===== config.mk =====
export PLATFORM = sky130hd
export DESIGN_NAME = uart_tick_gen_flat
export DESIGN_NICKNAME = d
export VERILOG_FILES = /design/src/rtl/uart_pkg.sv /design/src/rtl/uart_tick_gen_if.sv /design/src/rtl/uart_tick_gen_mod_counter.sv /design/src/rtl/uart_tick_gen.sv /design/src/flat_wrapper.sv
export SDC_FILE = /design/constraint.sdc
export NUM_CORES = 1
export LEC_CHECK = 0
export CAP_MARGIN = 40
export CORE_MARGIN = 1
export CORE_UTILIZATION = 50
export CTS_BUF_LIST = sky130_fd_sc_hd__clkbuf_8 sky130_fd_sc_hd__clkbuf_16
export CTS_CLUSTER_DIAMETER = 80
export CTS_CLUSTER_SIZE = 24
export DETAILED_ROUTE_END_ITERATION = 16
export GPL_TIMING_DRIVEN = 0
export PLACE_DENSITY_LB_ADDON = 0.05
export SYNTH_ARGS = -nofsm -noshare
export SYNTH_HDL_FRONTEND = slang
export SYNTH_SLANG_ARGS = --single-unit

===== constraint.sdc =====
create_clock -name sysclk -period 4.43 [get_ports sysclk]
set_input_delay 1.329 -clock sysclk [delete_from_list [all_inputs] [get_ports sysclk]]
set_output_delay 1.329 -clock sysclk [all_outputs]
set_load 0.01 [all_outputs]

===== src/rtl/uart_pkg.sv =====
// Shared constants for the UART tick generator and a baud-rate to divisor helper.
package uart_pkg;

    localparam int unsigned CLK_HZ      = 100_000_000;
    localparam int          DEFAULT_DIV = 650;
    localparam int          OVS         = 16;
    localparam int          OVS_W       = 4;
    localparam int          FAST_DIV    = 4;
    localparam int          MIN_DIV     = 2;

    // Rounded CLK_HZ / (baud * OVS).
    function automatic int unsigned baud_to_div(input int unsigned baud);
        int unsigned den;
        den = baud * OVS;
        return (CLK_HZ + den / 2) / den;
    endfunction

endpackage


===== src/rtl/uart_tick_gen_if.sv =====
// Control and tick bundle between the tick generator and its UART consumers.
interface uart_tick_gen_if #(
    parameter int DIV_W = 16,
    parameter int OVS_W = 4
);
    logic             enable;
    logic             restart;
    logic [DIV_W-1:0] div_in;
    logic             div_load;
    logic             div_pending;
    logic [DIV_W-1:0] div_cur;
    logic             sample_tick;
    logic [OVS_W-1:0] sample_idx;
    logic             mid_tick;
    logic             baud_tick;
    logic             fast_tick;

    modport master (
        output enable, restart, div_in, div_load,
        input  div_pending, div_cur, sample_tick, sample_idx, mid_tick, baud_tick, fast_tick
    );

    modport slave (
        input  enable, restart, div_in, div_load,
        output div_pending, div_cur, sample_tick, sample_idx, mid_tick, baud_tick, fast_tick
    );
endinterface


===== src/rtl/uart_tick_gen_mod_counter.sv =====
// Modulo-N counter with run-time N, enable, synchronous clear and a registered wrap pulse.
module mod_counter #(
    parameter int W = 16
) (
    input  logic         clk,
    input  logic         rst,
    input  logic         en,
    input  logic         clr,
    input  logic [W-1:0] n,
    output logic         wrap,
    output logic         wrap_pulse
);
    logic [W-1:0] cnt_q, cnt_d;
    logic         wrap_q, wrap_d;

    // >= rather than == so a shrunken N can never strand the count above it.
    assign wrap = en && !clr && (cnt_q >= n - W'(1));

    always_comb begin
        cnt_d  = cnt_q;
        wrap_d = 1'b0;
        if (clr) begin
            cnt_d = '0;
        end else if (wrap) begin
            cnt_d  = '0;
            wrap_d = 1'b1;
        end else if (en) begin
            cnt_d = cnt_q + W'(1);
        end
    end

    always_ff @(posedge clk or posedge rst) begin
        if (rst) begin
            cnt_q  <= '0;
            wrap_q <= 1'b0;
        end else begin
            cnt_q  <= cnt_d;
            wrap_q <= wrap_d;
        end
    end

    assign wrap_pulse = wrap_q;
endmodule


===== src/rtl/uart_tick_gen.sv =====
// Sysclk-domain UART enable generator: oversample, mid-bit, baud and fast ticks
// with a run-time divisor that switches only at a sample boundary or restart.
module uart_tick_gen #(
    parameter int DIV_W       = 16,
    parameter int DEFAULT_DIV = uart_pkg::DEFAULT_DIV,
    parameter int OVS         = uart_pkg::OVS,
    parameter int OVS_W       = uart_pkg::OVS_W,
    parameter int FAST_DIV    = uart_pkg::FAST_DIV,
    parameter int MIN_DIV     = uart_pkg::MIN_DIV
) (
    input  logic            sysclk,
    input  logic            reset,
    uart_tick_gen_if.slave  bus
);
    import uart_pkg::*;

    localparam int FAST_W = (FAST_DIV < 2) ? 1 : $clog2(FAST_DIV + 1);

    logic [DIV_W-1:0] div_cur_q, div_cur_d;
    logic [DIV_W-1:0] pend_val_q, pend_val_d;
    logic             pend_q, pend_d;
    logic [OVS_W-1:0] sidx_q, sidx_d;
    logic [OVS_W-1:0] sample_idx_q, sample_idx_d;
    logic             mid_q, mid_d;
    logic             baud_q, baud_d;
    logic [DIV_W-1:0] div_clamped;
    logic             samp_wrap;
    logic             sample_tick;
    logic             fast_tick;
    logic             fast_wrap_unused;

    mod_counter #(.W(DIV_W)) u_sample_cnt (
        .clk        (sysclk),
        .rst        (reset),
        .en         (bus.enable),
        .clr        (bus.restart),
        .n          (div_cur_q),
        .wrap       (samp_wrap),
        .wrap_pulse (sample_tick)
    );

    mod_counter #(.W(FAST_W)) u_fast_cnt (
        .clk        (sysclk),
        .rst        (reset),
        .en         (1'b1),
        .clr        (1'b0),
        .n          (FAST_W'(FAST_DIV)),
        .wrap       (fast_wrap_unused),
        .wrap_pulse (fast_tick)
    );

    assign div_clamped = (bus.div_in < DIV_W'(MIN_DIV)) ? DIV_W'(MIN_DIV) : bus.div_in;

    always_comb begin
        div_cur_d    = div_cur_q;
        pend_val_d   = pend_val_q;
        pend_d       = pend_q;
        sidx_d       = sidx_q;
        sample_idx_d = sample_idx_q;
        mid_d        = 1'b0;
        baud_d       = 1'b0;
        if (bus.restart) begin
            sidx_d = '0;
            // A load coinciding with restart bypasses the pending stage entirely.
            if (bus.div_load) begin
                div_cur_d = div_clamped;
                pend_d    = 1'b0;
            end else if (pend_q) begin
                div_cur_d = pend_val_q;
                pend_d    = 1'b0;
            end
        end else begin
            if (samp_wrap) begin
                sidx_d       = sidx_q + OVS_W'(1);
                sample_idx_d = sidx_q;
                mid_d        = (sidx_q == OVS_W'(OVS / 2 - 1));
                baud_d       = (sidx_q == OVS_W'(OVS - 1));
                if (pend_q) begin
                    div_cur_d = pend_val_q;
                    pend_d    = 1'b0;
                end
            end
            // Evaluated after the wrap so a load on a wrap edge waits for the next one.
            if (bus.div_load) begin
                pend_val_d = div_clamped;
                pend_d     = 1'b1;
            end
        end
    end

    always_ff @(posedge sysclk or posedge reset) begin
        if (reset) begin
            div_cur_q    <= DIV_W'(DEFAULT_DIV);
            pend_val_q   <= DIV_W'(DEFAULT_DIV);
            pend_q       <= 1'b0;
            sidx_q       <= '0;
            sample_idx_q <= '0;
            mid_q        <= 1'b0;
            baud_q       <= 1'b0;
        end else begin
            div_cur_q    <= div_cur_d;
            pend_val_q   <= pend_val_d;
            pend_q       <= pend_d;
            sidx_q       <= sidx_d;
            sample_idx_q <= sample_idx_d;
            mid_q        <= mid_d;
            baud_q       <= baud_d;
        end
    end

    assign bus.div_pending = pend_q;
    assign bus.div_cur     = div_cur_q;
    assign bus.sample_tick = sample_tick;
    assign bus.sample_idx  = sample_idx_q;
    assign bus.mid_tick    = mid_q;
    assign bus.baud_tick   = baud_q;
    assign bus.fast_tick   = fast_tick;
endmodule

===== src/flat_wrapper.sv =====
// flat-port wrapper written by rule: the top's interface ports become plain ports
module uart_tick_gen_flat import uart_pkg::*;
#(
    parameter int DIV_W       = 16,
    parameter int DEFAULT_DIV = uart_pkg::DEFAULT_DIV,
    parameter int OVS         = uart_pkg::OVS,
    parameter int OVS_W       = uart_pkg::OVS_W,
    parameter int FAST_DIV    = uart_pkg::FAST_DIV,
    parameter int MIN_DIV     = uart_pkg::MIN_DIV
)
  (sysclk, reset, bus_enable, bus_restart, bus_div_in, bus_div_load, bus_div_pending, bus_div_cur, bus_sample_tick, bus_sample_idx, bus_mid_tick, bus_baud_tick, bus_fast_tick);
  uart_tick_gen_if #(.DIV_W(DIV_W), .OVS_W(OVS_W)) bus_i ();
  input  logic sysclk;
  input  logic reset;
  input wire logic [$bits(bus_i.enable)-1:0] bus_enable;
  input wire logic [$bits(bus_i.restart)-1:0] bus_restart;
  input wire logic [$bits(bus_i.div_in)-1:0] bus_div_in;
  input wire logic [$bits(bus_i.div_load)-1:0] bus_div_load;
  output wire logic [$bits(bus_i.div_pending)-1:0] bus_div_pending;
  output wire logic [$bits(bus_i.div_cur)-1:0] bus_div_cur;
  output wire logic [$bits(bus_i.sample_tick)-1:0] bus_sample_tick;
  output wire logic [$bits(bus_i.sample_idx)-1:0] bus_sample_idx;
  output wire logic [$bits(bus_i.mid_tick)-1:0] bus_mid_tick;
  output wire logic [$bits(bus_i.baud_tick)-1:0] bus_baud_tick;
  output wire logic [$bits(bus_i.fast_tick)-1:0] bus_fast_tick;
  assign bus_i.enable = bus_enable;
  assign bus_i.restart = bus_restart;
  assign bus_i.div_in = bus_div_in;
  assign bus_i.div_load = bus_div_load;
  assign bus_div_pending = bus_i.div_pending;
  assign bus_div_cur = bus_i.div_cur;
  assign bus_sample_tick = bus_i.sample_tick;
  assign bus_sample_idx = bus_i.sample_idx;
  assign bus_mid_tick = bus_i.mid_tick;
  assign bus_baud_tick = bus_i.baud_tick;
  assign bus_fast_tick = bus_i.fast_tick;
  uart_tick_gen #(.DIV_W(DIV_W), .DEFAULT_DIV(DEFAULT_DIV), .OVS(OVS), .OVS_W(OVS_W), .FAST_DIV(FAST_DIV), .MIN_DIV(MIN_DIV)) u_core (.sysclk(sysclk), .reset(reset), .bus(bus_i));
endmodule

==> qor.csv, run 1 <==
metric;value;unit
status;complete, no violations;
cts.hold.buffers_added;0;
ant_nets;0;
drv_slew;0;
wire_per_inst;16.23;um
synth_top_area_share;40.68;%
overflow;0;
synthArstFlopShare;100.0;%
period_minus_slack;4121;ps
hold_start;u_core.u_fast_cnt.cnt_q[2]$_DFF_PP0_;
ys_warn_count;0;
worstPathMaxFanout;10;
cp_top_family;simple AND/OR/NAND/NOR gates;
hold_end;u_core.u_fast_cnt.cnt_q[0]$_DFF_PP0_;
max_cap_violations;0;
cts_buffers;9;
finalInstanceArea;4234;sq um
fin_crit_sh;93.03;%
crit_chain;nor2_1, nand3_1, or3_1, nor4_1, nand3b_1, xor2_1, ha_1, and4_1, nand4b_1, and4_1, a31oi_1, clkbuf_1, buf_2, a2bb2oi_1;
htree_levels;3;
syn_nets;368;
ctsResizeCount;0;
synth-main-ff-cell;dfrtp_1;
relSlewSlack;50.74;%
fin_skew;9.777;ps
synthTopCellsByArea;dfrtp_1 41%, ha_1 7.6%, mux2_2 6.2%, dfstp_2 6.1%, xor2_1 3.8%;
max_freq;242.6;MHz
vias_per_cell;5.658;
hold_viol;0;
io_pins;46;
drtIter0Drc;61;
r2r_slack;310;ps
core_area;6495;sq um
worst-path-buf-inv;2;
endpoint_kind;flop;
start_util;53.03;%
clk_path_buf_depth;2;
routed_wl;7498;um
gp_congestion;0.7863;
diodes;0;
die_area;7225;sq um
worst_r2r_endpoint;u_core.bus.div_cur[5]$_DFFE_PP0P_;
tightest_slew;732.1;ps
syn_inst;326;
ir_drop;0.2450;mV
seq_area_frac_synth;46.79;%
hold_path.class;reg -> reg;
die_h;85;um
rr_worst_depth;14;
grt_first_pass_wirelength;12450;um
synth.distinct_cells;47;
synth_edf_count;0;
fillers;539;
worst_ep_arrival_time;4340;ps
post_cts_buffers;0;
die_w;85;um
setup.worst_path.start;u_core.bus.div_cur[2]$_DFFE_PP0P_;
rsz0062_at_grt;false;
power_density;397.4;nW/um^2
synth.largest_area_cell;dfrtp_1;
reg2reg_from;u_core.bus.div_cur[2]$_DFFE_PP0P_;
grt_max_degree;39;
clock-sinks;64;
drive_above_1_share;15.06;%
vias;2614;
clkSlewWorstSetupHoldPaths;80;ps
syn_area_per_cell;10.57;sq um
syn_area;3445;sq um
port_buffers;42;
grt_pass1_vias;2518;
clockRootBuffer;clkbuf_8;
num_rows;29;
placed_cell_area;3981;sq um
critical_path_class;reg -> reg;
grt_usage;22.65;%
post-route-drc-count;0;
setup_viol;0;
area_growth_syn_to_layout;22.92;%
startpoint_type;flop;
required;4650;ps
path_common_cell;and4_1;
insertion_delay;340;ps
cts_tree;built;
drt_pass1_iterations;4;
setup-tns-final;0;ps
whs_path_depth;1;
finalNetCount;422;
ys_ff_latch;64;
hpwl;5524;um
antenna_found_initial;0;
leakagePower;1.825;nW
slowest_stage;nor4_1;
cpPeakStageDelay;580;ps
==> state kept, by name, indices dropped and copies added, names as in the netlist <==
| register | flops |
|---|---|
| u_core.pend_val_q | 16 |
| u_core.u_sample_cnt.wrap_pulse | 1 |
| u_core.bus.sample_idx | 4 |
| u_core.u_fast_cnt.cnt_q | 3 |
| u_core.sidx_q | 4 |
| u_core.bus.baud_tick | 1 |
| u_core.bus.div_pending | 1 |
| u_core.bus.div_cur | 16 |
| u_core.bus.mid_tick | 1 |
| u_core.u_fast_cnt.wrap_pulse | 1 |
| u_core.u_sample_cnt.cnt_q | 16 |
==> routing by layer <==
layer | routed length (um) | vias up | global-route usage, % | share of wire [%]
met1 | 3568 | 1267 | 30.27 | 48
met4 | 36 | 0 | 7.858 | 0.48
li1 | - | 1294 | - | -
met5 | 0 | - | 0 | 0
met2 | 3626 | 51 | 36.00 | 48
met3 | 266 | 2 | 5.739 | 3.5
==> cells in the mapped netlist, types with 3 or more instances <==
master and instances:
o21ai_0 9, nor2_1 31, nand2_1 22, nor3_1 9, xor2_1 15, nor2b_1 4, a2bb2oi_1 14, xnor2_1 12
mux2_2 19, nand4_1 7, mux2i_1 4, ha_1 21, nand3_1 11, buf_2 3, a21oi_1 11, inv_1 12
o22ai_1 14, and4_1 3, clkbuf_1 6, dfrtp_1 56, nor4_1 6, dfstp_2 8
==> report_power, final <==
part	internal [mW]	leakage [nW]	switching [mW]
clock	0.392	0.123	0.243
combinational	0.180	0.904	0.146
sequential	0.650	0.798	0.0705
==> logic make-up (layout without fill, tap and decap cells) <==
kind of cell | count (synthesis) | in the layout | synth area share [%]
compound gates | 59 | 59 | 12.17
buf+inv | 23 | 82 | 3.015
fa+ha+maj | 21 | 21 | 7.628
mux | 23 | 23 | 7.374
xor+xnor | 27 | 27 | 6.865
flops | 64 | 64 | 46.79
simple gates | 109 | 109 | 16.16
==> worst reg2reg max path, cell delays in order (launching register included) <==
cell and delay, ps:
dfrtp_1 430, nor2_1 160, nand3_1 110, or3_1 360
nor4_1 580, nand3b_1 170, xor2_1 180, ha_1 320
and4_1 250, nand4b_1 120, and4_1 220, a31oi_1 290
clkbuf_1 390, buf_2 330, a2bb2oi_1 90
==> layout make-up <==
class	count	area, sq um	area share, %
Multi-Input combinational cell	239	1729	40.84
Sequential cell	64	1612	38.06
Timing Repair Buffer	43	440.4	10.40
Clock buffer	10	137.6	3.251
Clock inverter	6	115.1	2.719
Tap cell	77	96.34	2.275
Buffer	11	58.81	1.389
Inverter	12	45.04	1.064
==> layout by cell type, fill, tap and decap left out, drive strengths merged, types with 9 or more instances in the layout <==
cell / count
o21ai: 10
ha: 21
clkdlybuf4s50: 42
xor2: 15
nand2: 22
nor2: 32
inv: 13
a2bb2oi: 14
nand3: 11
xnor2: 12
clkbuf: 17
dfrtp: 56
nor3: 9
a21oi: 11
o22ai: 14
mux2: 19
==> worst max-delay path by stage <==
stage	end	slack, ps	cells after the start
after floorplan	u_core.bus.div_cur[7]$_DFFE_PP1P_	1010	14
after global placement	u_core.u_sample_cnt.cnt_q[13]$_DFFE_PP0P_	400	2
after detailed placement	u_core.bus.div_cur[8]$_DFFE_PP0P_	340	14
after CTS	u_core.bus.div_cur[10]$_DFFE_PP0P_	300	14
after global routing	u_core.bus.div_cur[4]$_DFFE_PP0P_	40	14
final	u_core.bus.div_cur[5]$_DFFE_PP0P_	310	14
==> per-stage QoR <==
stage | setup WS, ps | instances | util [%] | hold WS [ps] | total power [mW]
final | 308.6 | 462 | 65.19 | 460.6 | 1.683
after global routing | 40.73 | 462 | 65.19 | 492.5 | 1.763
after CTS | 304.3 | 462 | 65.19 | 461.6 | 1.696
after detailed placement | 335.2 | 446 | 61.30 | 457.2 | 1.058
after global placement | 398.0 | 445 | 60.99 | 442.6 | 1.045
after floorplan | 1007 | 326 | - | 433.3 | 0.9071
No activity file was read; power rests on OpenSTA's default activity.
==> run 2: changes to the inputs <==
--- a/config.mk
+++ b/config.mk
@@ -6,7 +6,6 @@
 export NUM_CORES = 1
 export LEC_CHECK = 0
 export CAP_MARGIN = 40
-export CORE_MARGIN = 1
 export CORE_UTILIZATION = 50
 export CTS_BUF_LIST = sky130_fd_sc_hd__clkbuf_8 sky130_fd_sc_hd__clkbuf_16
 export CTS_CLUSTER_DIAMETER = 80
==> results of run 2 <==
The final DEF is identical to that of run 1; final timing and power are the same.
